### src/rtl/defines.sv
// Grant encoding shared by the arbiter and its round-robin picker.
`ifndef LSU_MEM_ARBITER_DEFINES_SV
`define LSU_MEM_ARBITER_DEFINES_SV
`define ARB_GRANT_LD 1'b0
`define ARB_GRANT_ST 1'b1
`endif

### src/rtl/lsu_mem_arbiter_pkg.sv
// State encoding and shared types for the load/store memory port arbiter.
package lsu_mem_arbiter_pkg;

  localparam logic [1:0] ARB_IDLE    = 2'd0;
  localparam logic [1:0] ARB_WAIT_LD = 2'd1;
  localparam logic [1:0] ARB_WAIT_ST = 2'd2;

  typedef enum logic [1:0] {
    S_IDLE    = ARB_IDLE,
    S_WAIT_LD = ARB_WAIT_LD,
    S_WAIT_ST = ARB_WAIT_ST
  } arb_state_e;

endpackage

### src/rtl/lsu_mem_arbiter_rr_arb2.sv
// Two-way round-robin picker: on a tie the channel that did not win last time wins.
`include "defines.sv"

module rr_arb2 (
  input  logic [1:0] req,
  input  logic       last_grant,
  output logic [1:0] grant
);

  always_comb begin
    grant = req;
    if (req == 2'b11) begin
      grant = 2'b00;
      if (last_grant == `ARB_GRANT_ST) grant[`ARB_GRANT_LD] = 1'b1;
      else                             grant[`ARB_GRANT_ST] = 1'b1;
    end
  end

endmodule

### src/rtl/lsu_mem_arbiter.sv
// Shares one D$/MEM request port between the load and store channels,
// one outstanding operation at a time, with a response watchdog.
`include "defines.sv"

module lsu_mem_arbiter
  import lsu_mem_arbiter_pkg::*;
#(
  parameter int INDEX_W        = 19,
  parameter int DATA_W         = 64,
  parameter int TIMEOUT_CYCLES = 1024,
  parameter int TO_W           = $clog2(TIMEOUT_CYCLES + 1)
) (
  input  logic               clock,
  input  logic               reset_n,
  input  logic               opload_index_valid,
  input  logic [INDEX_W-1:0] opload_index,
  output logic               opload_index_ready,
  output logic [DATA_W-1:0]  opload_read_data,
  output logic               opload_operation_done,
  input  logic               opstore_index_valid,
  input  logic [INDEX_W-1:0] opstore_index,
  input  logic [DATA_W-1:0]  opstore_write_mask,
  input  logic [DATA_W-1:0]  opstore_write_data,
  output logic               opstore_index_ready,
  output logic               opstore_operation_done,
  output logic               mem_req_valid,
  input  logic               mem_req_ready,
  output logic               mem_req_is_write,
  output logic [INDEX_W-1:0] mem_req_index,
  output logic [DATA_W-1:0]  mem_req_write_mask,
  output logic [DATA_W-1:0]  mem_req_write_data,
  input  logic               mem_resp_done,
  input  logic [DATA_W-1:0]  mem_resp_read_data,
  output logic               busy,
  output logic               err_timeout,
  output logic               err_spurious
);

  localparam logic [TO_W-1:0] TO_MAX = TO_W'(TIMEOUT_CYCLES);

  arb_state_e      state;
  logic            last_grant;
  logic [TO_W-1:0] wd_cnt;
  logic [1:0]      req, gnt;
  logic            win_st, accept, waiting;

  assign req     = {opstore_index_valid, opload_index_valid};
  assign win_st  = gnt[`ARB_GRANT_ST];
  assign waiting = (state == S_WAIT_LD) || (state == S_WAIT_ST);
  assign busy    = waiting;
  assign accept  = mem_req_valid & mem_req_ready;

  rr_arb2 u_rr_arb2 (
    .req        (req),
    .last_grant (last_grant),
    .grant      (gnt)
  );

  // Pass-through outputs are gated by reset_n so everything reads 0 during reset.
  always_comb begin
    mem_req_valid          = 1'b0;
    mem_req_is_write       = 1'b0;
    mem_req_index          = '0;
    mem_req_write_mask     = '0;
    mem_req_write_data     = '0;
    opload_index_ready     = 1'b0;
    opstore_index_ready    = 1'b0;
    opload_operation_done  = 1'b0;
    opload_read_data       = '0;
    opstore_operation_done = 1'b0;
    if (reset_n && state == S_IDLE && |req) begin
      mem_req_valid = 1'b1;
      if (win_st) begin
        mem_req_is_write    = 1'b1;
        mem_req_index       = opstore_index;
        mem_req_write_mask  = opstore_write_mask;
        mem_req_write_data  = opstore_write_data;
        opstore_index_ready = mem_req_ready;
      end else begin
        mem_req_index       = opload_index;
        opload_index_ready  = mem_req_ready;
      end
    end
    if (mem_resp_done && state == S_WAIT_LD) begin
      opload_operation_done = 1'b1;
      opload_read_data      = mem_resp_read_data;
    end
    if (mem_resp_done && state == S_WAIT_ST) opstore_operation_done = 1'b1;
  end

  always_ff @(posedge clock or negedge reset_n) begin
    if (!reset_n) begin
      state        <= S_IDLE;
      last_grant   <= `ARB_GRANT_ST;
      wd_cnt       <= '0;
      err_timeout  <= 1'b0;
      err_spurious <= 1'b0;
    end else begin
      case (state)
        S_IDLE: begin
          if (mem_resp_done) err_spurious <= 1'b1;
          if (accept) begin
            last_grant <= win_st;
            wd_cnt     <= '0;
            state      <= win_st ? S_WAIT_ST : S_WAIT_LD;
          end
        end
        S_WAIT_LD, S_WAIT_ST: begin
          if (mem_resp_done) begin
            state <= S_IDLE;
          end else begin
            // err_timeout rises on the same edge wd_cnt reaches TO_MAX.
            if (wd_cnt != TO_MAX) wd_cnt <= wd_cnt + 1'b1;
            if (wd_cnt == TO_MAX - 1'b1) err_timeout <= 1'b1;
          end
        end
        default: state <= S_IDLE;
      endcase
    end
  end

endmodule

### config.mk
export PLATFORM = sky130hd
export DESIGN_NAME = lsu_mem_arbiter
export DESIGN_NICKNAME = d
export VERILOG_FILES = /design/src/rtl/lsu_mem_arbiter_pkg.sv /design/src/rtl/lsu_mem_arbiter_rr_arb2.sv /design/src/rtl/lsu_mem_arbiter.sv
export VERILOG_INCLUDE_DIRS = /design/src /design/src/rtl
export SDC_FILE = /design/constraint.sdc
export NUM_CORES = 1
export LEC_CHECK = 0
export ABC_CLOCK_PERIOD_IN_PS = 2550
export BUFFER_PORTS_ARGS = -buffer_cell sky130_fd_sc_hd__buf_2
export CAP_MARGIN = 20
export CORE_AREA = 2 2 178 180
export DETAILED_ROUTE_END_ITERATION = 10
export DIE_AREA = 0 0 180 182
export GPL_ROUTABILITY_DRIVEN = 0
export PLACE_DENSITY_LB_ADDON = 0.05
export SYNTH_ARGS = -nofsm -noshare
export SYNTH_HDL_FRONTEND = slang
export SYNTH_SLANG_ARGS = --single-unit
### constraint.sdc
create_clock -name clock -period 2.55 [get_ports clock]
set_input_delay 0.3825 -clock clock [delete_from_list [all_inputs] [get_ports clock]]
set_output_delay 0.3825 -clock clock [all_outputs]
set_load 0.005 [all_outputs]
* Word-level counts from Yosys, hierarchy flattened *
Index checks and enable logic that the tools add are counted.

storage, ports and cells
  register bits after elaboration = 16
  bits of input ports = 236

operators by class
  bitwise logic cells = 2
  $add $sub $neg = 1
  reduce and logical (&&, ||, !) cells = 14
  equality and inequality tests = 9
  mux-type cells = 27

operators with widths
  kind                                                               count
  64-bit two-way mux                                                 5
  19-bit two-way mux                                                 2
  11-bit two-way mux                                                 3
  11-bit case mux with 2 select lines                                1
  11-bit by 1-bit adder with 11-bit output, second input constant    1
  11-bit by 10-bit == test with 1-bit output, second input constant  1
  1-bit two-way mux                                                  11
  11-bit != test, second input constant                              1
  2-bit two-way mux                                                  4
  2-bit != test, second input constant                               4
  2-bit AND reduction                                                3
  2-bit == test, second input constant                               2
  1-bit logical AND                                                  4
  2-bit case mux with 2 select lines                                 1
  4-bit AND reduction                                                1
  2-bit OR reduction                                                 2
  3-bit AND reduction                                                1
  2-bit by 1-bit == test with 1-bit output, second input constant    1
  2-bit zero test                                                    1
  2-bit nonzero test                                                 1
  1-bit bitwise AND                                                  1
  1-bit logical OR                                                   1
  1-bit inverter                                                     1

* Logic depth before layout (Yosys ltp) *
Gate-level depths: netlist of the first run.

  depth in word-level cells = 7
  gate-level depth with buffers = 7
  gate-level depth less buffers = 7

* Hierarchy *
A second synthesis of the first run with hierarchy kept.

unflattened totals
  cell total of the unflattened synthesis = 393
  area, all modules = 2,682.6 µm²

by module, submodules not included
  module           cells each  times used  area an instance (µm²)
  lsu_mem_arbiter  390         1           2,663.8
  rr_arb2          3           1           18.8

* Worst setup path after synthesis of the first run *
Ideal clock, no wire load.

  kind = reg2out
  from = register state[0]
  to = output mem_req_write_data[37]
  arrival = 1.550 ns
  stages on the path, launching flop included = 8
  slack = 0.618 ns
  cells stage by stage = dfrtp_1 -> inv_1 -> ha_1 -> nand2_1 -> nor2_1 -> buf_2 -> clkbuf_1 -> and2_1

between the ends
  longest elaborated chain between the ends = 4

RTL lines
  what                             RTL line                text
  start, declared                  lsu_mem_arbiter.sv:41   arb_state_e state;
  start signal, assigned           lsu_mem_arbiter.sv:105  state <= win_st ? S_WAIT_ST : S_WAIT_LD;
  2-bit zero test                  lsu_mem_arbiter.sv:71   if (reset_n && state == S_IDLE && |req) begin
  1-bit logical AND (2 in series)  lsu_mem_arbiter.sv:71
  64-bit two-way mux               lsu_mem_arbiter.sv:71
  end, declared                    lsu_mem_arbiter.sv:31   output logic [DATA_W-1:0] mem_req_write_data,

No other way between the ends.

* Worst setup path in the final report of the first run *
  from = register state[0]
  to = output mem_req_index[18]

between the ends
  longest elaborated chain between the ends = 4

RTL lines
  what                             RTL line               text
  2-bit zero test                  lsu_mem_arbiter.sv:71
  1-bit logical AND (2 in series)  lsu_mem_arbiter.sv:71
  19-bit two-way mux               lsu_mem_arbiter.sv:71
  end, declared                    lsu_mem_arbiter.sv:29  output logic [INDEX_W-1:0] mem_req_index,

No other way between the ends.

==> results of run 1 <==
[layout by cell type, fill, tap and decap left out, drive strengths merged, types with 3 or more instances in the layout]
master and count:
o211ai 4, and2 133, a211o 3, and4 3, nand4 5, inv 11
nor2 7, clkbuf 4, nand2 55, a21oi 21, and3 68, diode 3
nor2b 4, dfrtp 15, ha 5, buf 477
[power groups by stage]
stage	logic (mW)	registers [mW]	clock network, mW
2_1_floorplan	1.04	0.417	0
3_3_place_gp	2.11	0.459	0
3_5_place_dp	2.04	0.452	0
4_1_cts	2.06	0.448	0.333
5_1_grt	2.27	0.462	0.346
6_report	2.02	0.450	0.319
[cell families after synthesis]
family	count (synthesis)	synth area share (%)
buffers and inverters	49	7.42
DFF	16	15.4
muxes	1	0.383
adders and majority gates	5	2.39
AOI/OAI and AO/OA	42	10.6
and+or+nand+nor	287	63.8
[layout make-up]
| cell class | count | area (um2) | share of cell area (%) |
|---|---|---|---|
| antenna | 3 | 7.51 | 0.135 |
| timing repair buffer | 477 | 2500 | 45.0 |
| tap | 402 | 503 | 9.04 |
| inverter | 11 | 41.3 | 0.742 |
| clock buffer | 4 | 78.8 | 1.42 |
| multi-input combinational | 335 | 2020 | 36.4 |
| sequential | 16 | 402 | 7.22 |
[worst register-to-register path, delay by kind of cell, from the launching register on]
family          cells  cell delay (ps)
flops               1              380
buf+inv             2              300
mux                 1              200
compound gates      1              150
fa+ha+maj           1              360
simple gates        2              440
[through the flow]
stage	std cells	hold WS (ps)	util, %	cell area [um2]	power, mW
after floorplan	400	86.9	-	2610	1.46
after global placement	1240	400	17.6	5460	2.57
after detailed placement	1240	396	17.6	5460	2.50
after CTS	1244	132	17.9	5530	2.84
after global routing	1248	134	17.9	5560	3.07
final	1248	120	17.9	5560	2.78
[flip-flops by register name (all words and copies together), names as in the netlist]
register and cells:
wd_cnt 11, state 2, err_spurious 1, err_timeout 1
last_grant 1
[synthesized netlist by cell type, drive strengths merged, types with 2 or more instances]
cell type / count
a211o: 3
a21oi: 21
nor2b: 4
and4: 3
inv: 11
nor2: 7
o221ai: 2
nand3: 2
nor4b: 2
nand2b: 2
clkbuf: 34
dfrtp: 15
a21boi: 2
nand2: 55
nor3b: 2
o211ai: 4
buf: 4
and3: 68
nand4: 5
a21o: 2
and2: 133
a32o: 2
ha: 5
[routing by layer]
metal | vias to the layer above | track usage (%) | wire length (um) | part of all wire [%]
li1 | 2208 | - | - | -
met4 | 2 | 2.57 | 264 | 1.2
met3 | 18 | 4.35 | 2190 | 10
met2 | 282 | 25.3 | 12100 | 56
met5 | - | 0 | 12 | 0.055
met1 | 1958 | 11.5 | 7160 | 33
[how the worst min path moves through the flow]
stage	start	to	slack, ps	cells past startpoint
floorplan	reset_n	err_spurious	90	0
global placement	reset_n	wd_cnt[3]	400	2
detailed placement	reset_n	state[0]	400	2
CTS	reset_n	state[1]	130	2
global route	reset_n	state[0]	130	2
finish	reset_n	state[1]	120	2
[timing repair]
| action | 4_1_cts | 5_1_grt |
|---|---|---|
| hold buffers | 0 | 0 |
| hold endpoints to repair | 0 | 0 |
| setup endpoints to repair | 0 | 125 |
| buffers inserted | 0 | 1 |
==> impl_metrics.py, run 1 <==
metrics = {
    "run_status": {
        "outcome": "complete, no violations",
    },
    "setup_path": {
        "crit_cells": 7,
        "crit_end": "mem_req_index[18]",
        "crit_chain": "inv_1 -> ha_1 -> nand2_1 -> or2_1 -> buf_4 -> a21oi_1 -> buf_2",
        "r2r_slack_ps": 650,
        "r2r_cells": 7,
        "setup.worst_path.start": "state[0]",
        "rr_endpoint": "wd_cnt[1]",
        "crit_path_start_kind": "register",
        "critPathRequiredTime_ps": 2170,
        "crit_family": "buffers and inverters",
        "worstReg2RegStart": "state[0]",
        "worstPathArrival_ps": 2010,
        "worstSetupEndpointType": "output pin",
        "worstPathMaxFanout": 19,
        "worst_path_max_delay_cell": "dfrtp_1",
        "cp_slowest_stage_delay_ps": 400,
        "critPathBufInv": 3,
        "crit_type": "register to output pin",
    },
    "yosys": {
        "ys_ff_latch": 16,
        "async_reset_ff_share_pct": 100,
        "synth_area_per_cell_um2": 6.53,
        "syn-cell-area_mm2": 0.00261,
        "synthFlopType": "dfrtp_1",
        "synth_cells": 400,
        "yosysUniqueCellTypes": 42,
        "synth.net_count": 641,
        "yosysTopAreaCell": "and2_1",
        "synth-edff-count": 0,
        "ys_top_cells_by_area": "and2_1, and3_1, dfrtp_1",
        "synth_top_area_share_pct": 31.6,
        "yosysWarnings": 0,
        "synth_seq_area_share_pct": 15.4,
    },
    "grt": {
        "grt_pass1_vias": 4556,
        "grt_overflow": 0,
        "grt_antenna_before_repair": 8,
        "grt_pass1_wl_um": 30400,
        "grt_max_degree": 66,
        "grt_usage_pct": 12.3,
    },
    "clock_network": {
        "htreeDepth": 1,
        "cts_sinks": 16,
        "ctsResizeCount": 0,
        "cts-root-buf": "clkbuf_16",
        "clock_latency_ps": 250,
        "clk_pin_slew_ps": 50,
        "cts_buffers": 3,
        "cts_buffer_depth": 2,
        "cts_tree": "built",
    },
    "timing": {
        "min_period_over_period_pct": 93.9,
        "skew_ps": 6.84,
        "setup_viol": 0,
        "max_slew_margin_pct": 68.5,
        "finalHoldViolCount": 0,
        "fin_crit_ps": 2400,
        "finalSetupTns_ps": 0,
        "setup_ws_ps": 155,
        "tightestPinTransition_ps": 467,
        "fmax_mhz": 417,
        "rsz0062_at_grt": "no",
        "report.final.slew_viol_count": 0,
    },
    "floorplan": {
        "die_w_um": 180,
        "dieArea_mm2": 0.0328,
        "initial_utilization_pct": 8.43,
        "die_h_um": 182,
        "fp-row-count": 65,
        "pin_count": 456,
        "core_mm2": 0.0310,
    },
    "placement": {
        "dp_hpwl_um": 18900,
        "preCtsSetupSlack_ps": 321,
        "io_buffers": 455,
    },
    "power": {
        "power_frac_seq_pct": 16.2,
        "clkPwrFrac_pct": 11.4,
        "p_per_area_mw_per_mm2": 501,
        "power.switching_mw": 1.27,
        "p_int_mw": 1.51,
        "power_leakage_nw": 3.63,
        "switching_share_pct": 45.7,
        "p_comb_share_pct": 72.4,
        "vdd_drop_max_mv": 0.179,
    },
    "route": {
        "avgViaCountPerCell": 3.58,
        "wire_per_inst_um": 17.4,
        "wl_um": 21800,
        "antenna_left": 0,
        "drtIter0Drc": 167,
        "drc": 0,
        "dr.pass1.iters": 4,
        "vias": 4468,
    },
    "hold_path": {
        "min_path_type": "primary input to async pin",
    },
    "layout": {
        "layout-drive-gt1-share_pct": 57.7,
        "fillers": 3660,
        "syn2layout_area_growth_pct": 113,
        "final_nets": 1085,
    },
    "job": {
        "max_cap_viol_count": 0,
    },
}
Power figures use the tool's default switching activity.
==> run 2: changes to the inputs <==
--- a/config.mk
+++ b/config.mk
@@ -9,11 +9,12 @@
 export ABC_CLOCK_PERIOD_IN_PS = 2550
 export BUFFER_PORTS_ARGS = -buffer_cell sky130_fd_sc_hd__buf_2
 export CAP_MARGIN = 20
-export CORE_AREA = 2 2 178 180
+export CORE_AREA = 2 2 175 177
 export DETAILED_ROUTE_END_ITERATION = 10
-export DIE_AREA = 0 0 180 182
+export DIE_AREA = 0 0 177 179
 export GPL_ROUTABILITY_DRIVEN = 0
 export PLACE_DENSITY_LB_ADDON = 0.05
 export SYNTH_ARGS = -nofsm -noshare
 export SYNTH_HDL_FRONTEND = slang
+export SYNTH_HIERARCHICAL = 1
 export SYNTH_SLANG_ARGS = --single-unit
==> run 2 against run 1 <==
  * Combinational power down 6%
  * Worst setup slack gained 62 ps
  * Highest routed layer is now met4
  * Cell area is 0.90% lower
  * Critical path type unchanged
  * Register-to-register slack lost 140 ps
  * Area after synthesis rose by 2.3%
  * Via count up 4.8%
  * Critical path depth did not move
  * Non-clock buffer count down 9
  * Routed wire length is 1.1% higher
  * Clock-buffer cell count unchanged
  * Total power fell by 4.1%
  * Clock power is 9.1% higher
==> impl_metrics.py, run 2 <==
metrics = {
    "run_status": {
        "outcome": "complete, no violations",
    },
    "setup_path": {
        "crit_path_start_kind": "register",
        "worstSetupEndpointType": "output pin",
        "worst_path_max_delay_cell": "dfrtp_1",
        "cp_slowest_stage_delay_ps": 390,
        "worstPathArrival_ps": 1950,
        "critPathRequiredTime_ps": 2170,
        "critPathBufInv": 4,
        "crit_family": "buffers and inverters",
        "crit_type": "register to output pin",
        "r2r_slack_ps": 510,
        "crit_chain": "inv_1 -> ha_2 -> o211ai_1 -> clkinv_2 -> buf_16 -> and3_1 -> buf_2",
        "worstPathMaxFanout": 65,
    },
    "floorplan": {
        "fp-row-count": 64,
        "die_w_um": 177,
        "initial_utilization_pct": 8.90,
        "die_h_um": 179,
        "core_mm2": 0.0300,
        "pin_count": 456,
        "dieArea_mm2": 0.0317,
    },
    "route": {
        "drc": 0,
        "avgViaCountPerCell": 3.87,
        "wire_per_inst_um": 18.2,
        "wl_um": 22000,
        "antenna_left": 0,
        "dr.pass1.iters": 4,
        "drtIter0Drc": 127,
        "vias": 4682,
    },
    "timing": {
        "skew_ps": 2.12,
        "min_period_over_period_pct": 91.5,
        "fmax_mhz": 429,
        "tightestPinTransition_ps": 502,
        "report.final.slew_viol_count": 0,
        "finalSetupTns_ps": 0,
        "setup_viol": 0,
        "finalHoldViolCount": 0,
        "rsz0062_at_grt": "no",
        "finalHoldWorstSlack_ps": 104,
        "fin_crit_ps": 2330,
        "max_slew_margin_pct": 66.5,
    },
    "layout": {
        "regMostFlops": "wd_cnt",
        "final_cell_mix": "buf_2, and3_1, nor2_1, mux2i_1, nand2_1",
        "layout-drive-gt1-share_pct": 59.1,
        "layout_commonest_cell": "buf_2",
        "top_regs": "wd_cnt x11, state x2",
        "fin_util_pct": 18.4,
        "syn2layout_area_growth_pct": 106,
        "largest_reg_flops": 11,
        "stdcell_count": 1210,
        "final_nets": 1052,
        "final_area_mm2": 0.00551,
    },
    "placement": {
        "dp_hpwl_um": 17600,
        "io_buffers": 455,
        "dpl_cell_area_mm2": 0.00538,
        "dpl.cell_count": 1201,
    },
    "grt": {
        "grt_overflow": 0,
        "grt_usage_pct": 12.0,
        "grt_pass1_vias": 4445,
        "grt_max_degree": 130,
        "grt_antenna_before_repair": 14,
        "grt_pass1_wl_um": 28700,
    },
    "clock_network": {
        "cts_buffer_depth": 2,
        "htreeDepth": 1,
        "cts_buffers": 3,
        "clock_latency_ps": 250,
        "cts_sinks": 16,
        "cts_tree": "built",
        "cts-root-buf": "clkbuf_16",
        "clk_pin_slew_ps": 50,
        "postCtsSetupRepairBufs": 0,
    },
    "job": {
        "max_cap_viol_count": 0,
    },
    "yosys": {
        "synth.net_count": 632,
        "syn-cell-area_mm2": 0.00267,
        "synth_cells": 391,
        "yosysWarnings": 6,
        "synth_area_per_cell_um2": 6.83,
    },
    "power": {
        "p_per_area_mw_per_mm2": 484,
        "power_leakage_nw": 3.92,
        "vdd_drop_max_mv": 0.261,
    },
    "hold_path": {
        "min_path_type": "primary input to async pin",
    },
}
-- run 2: report_power, final --
part	leakage (nW)	switching (mW)	internal [mW]
sequential	0.205	0.0908	0.328
combinational	3.68	1.07	0.836
clock	0.0442	0.110	0.239
total	3.92	1.27	1.40
-- run 2: area by class of cell --
type                    count  area (um2)
well taps                 396         495
clock buffers               4        88.8
inverters                   7        27.5
repair buffers            468        2450
fillers                  3528       24500
diodes                      4        10.0
flip-flops and latches     16         402
multi-input cells         315        2040
-- run 2: path summary, 6_finish.rpt --
path                                   from                     end  cells after the start
worst max-delay path               state[0]  mem_req_write_data[24]                      7
worst min register to register  err_timeout             err_timeout                      2
worst max register to register     state[1]               wd_cnt[3]                      7
worst min-delay path                reset_n               wd_cnt[9]                      2
min in group clock              err_timeout             err_timeout                      2
max in group asynchronous           reset_n              last_grant                      2
-- run 2: routing by layer --
layer	track usage [%]	part of all wire, %	vias up	wire, um
met5	0	0	-	0
met4	1.38	1.2	0	262
met3	3.35	8.6	26	1900
met2	25.6	57	262	12500
met1	11.3	33	2137	7360
li1	-	-	2257	-
-- run 2: stage by stage --
stage	setup WS, ps	power [mW]
finish	217	2.67
global placement	271	2.37
floorplan	617	1.39
global route	66.2	2.94
detailed placement	285	2.30
CTS	2.98	2.67
-- run 2: timing repair --
item | CTS | global route
hold buffers | 0 | 0
setup endpoints to repair | 0 | 128
resized for setup | 0 | 2
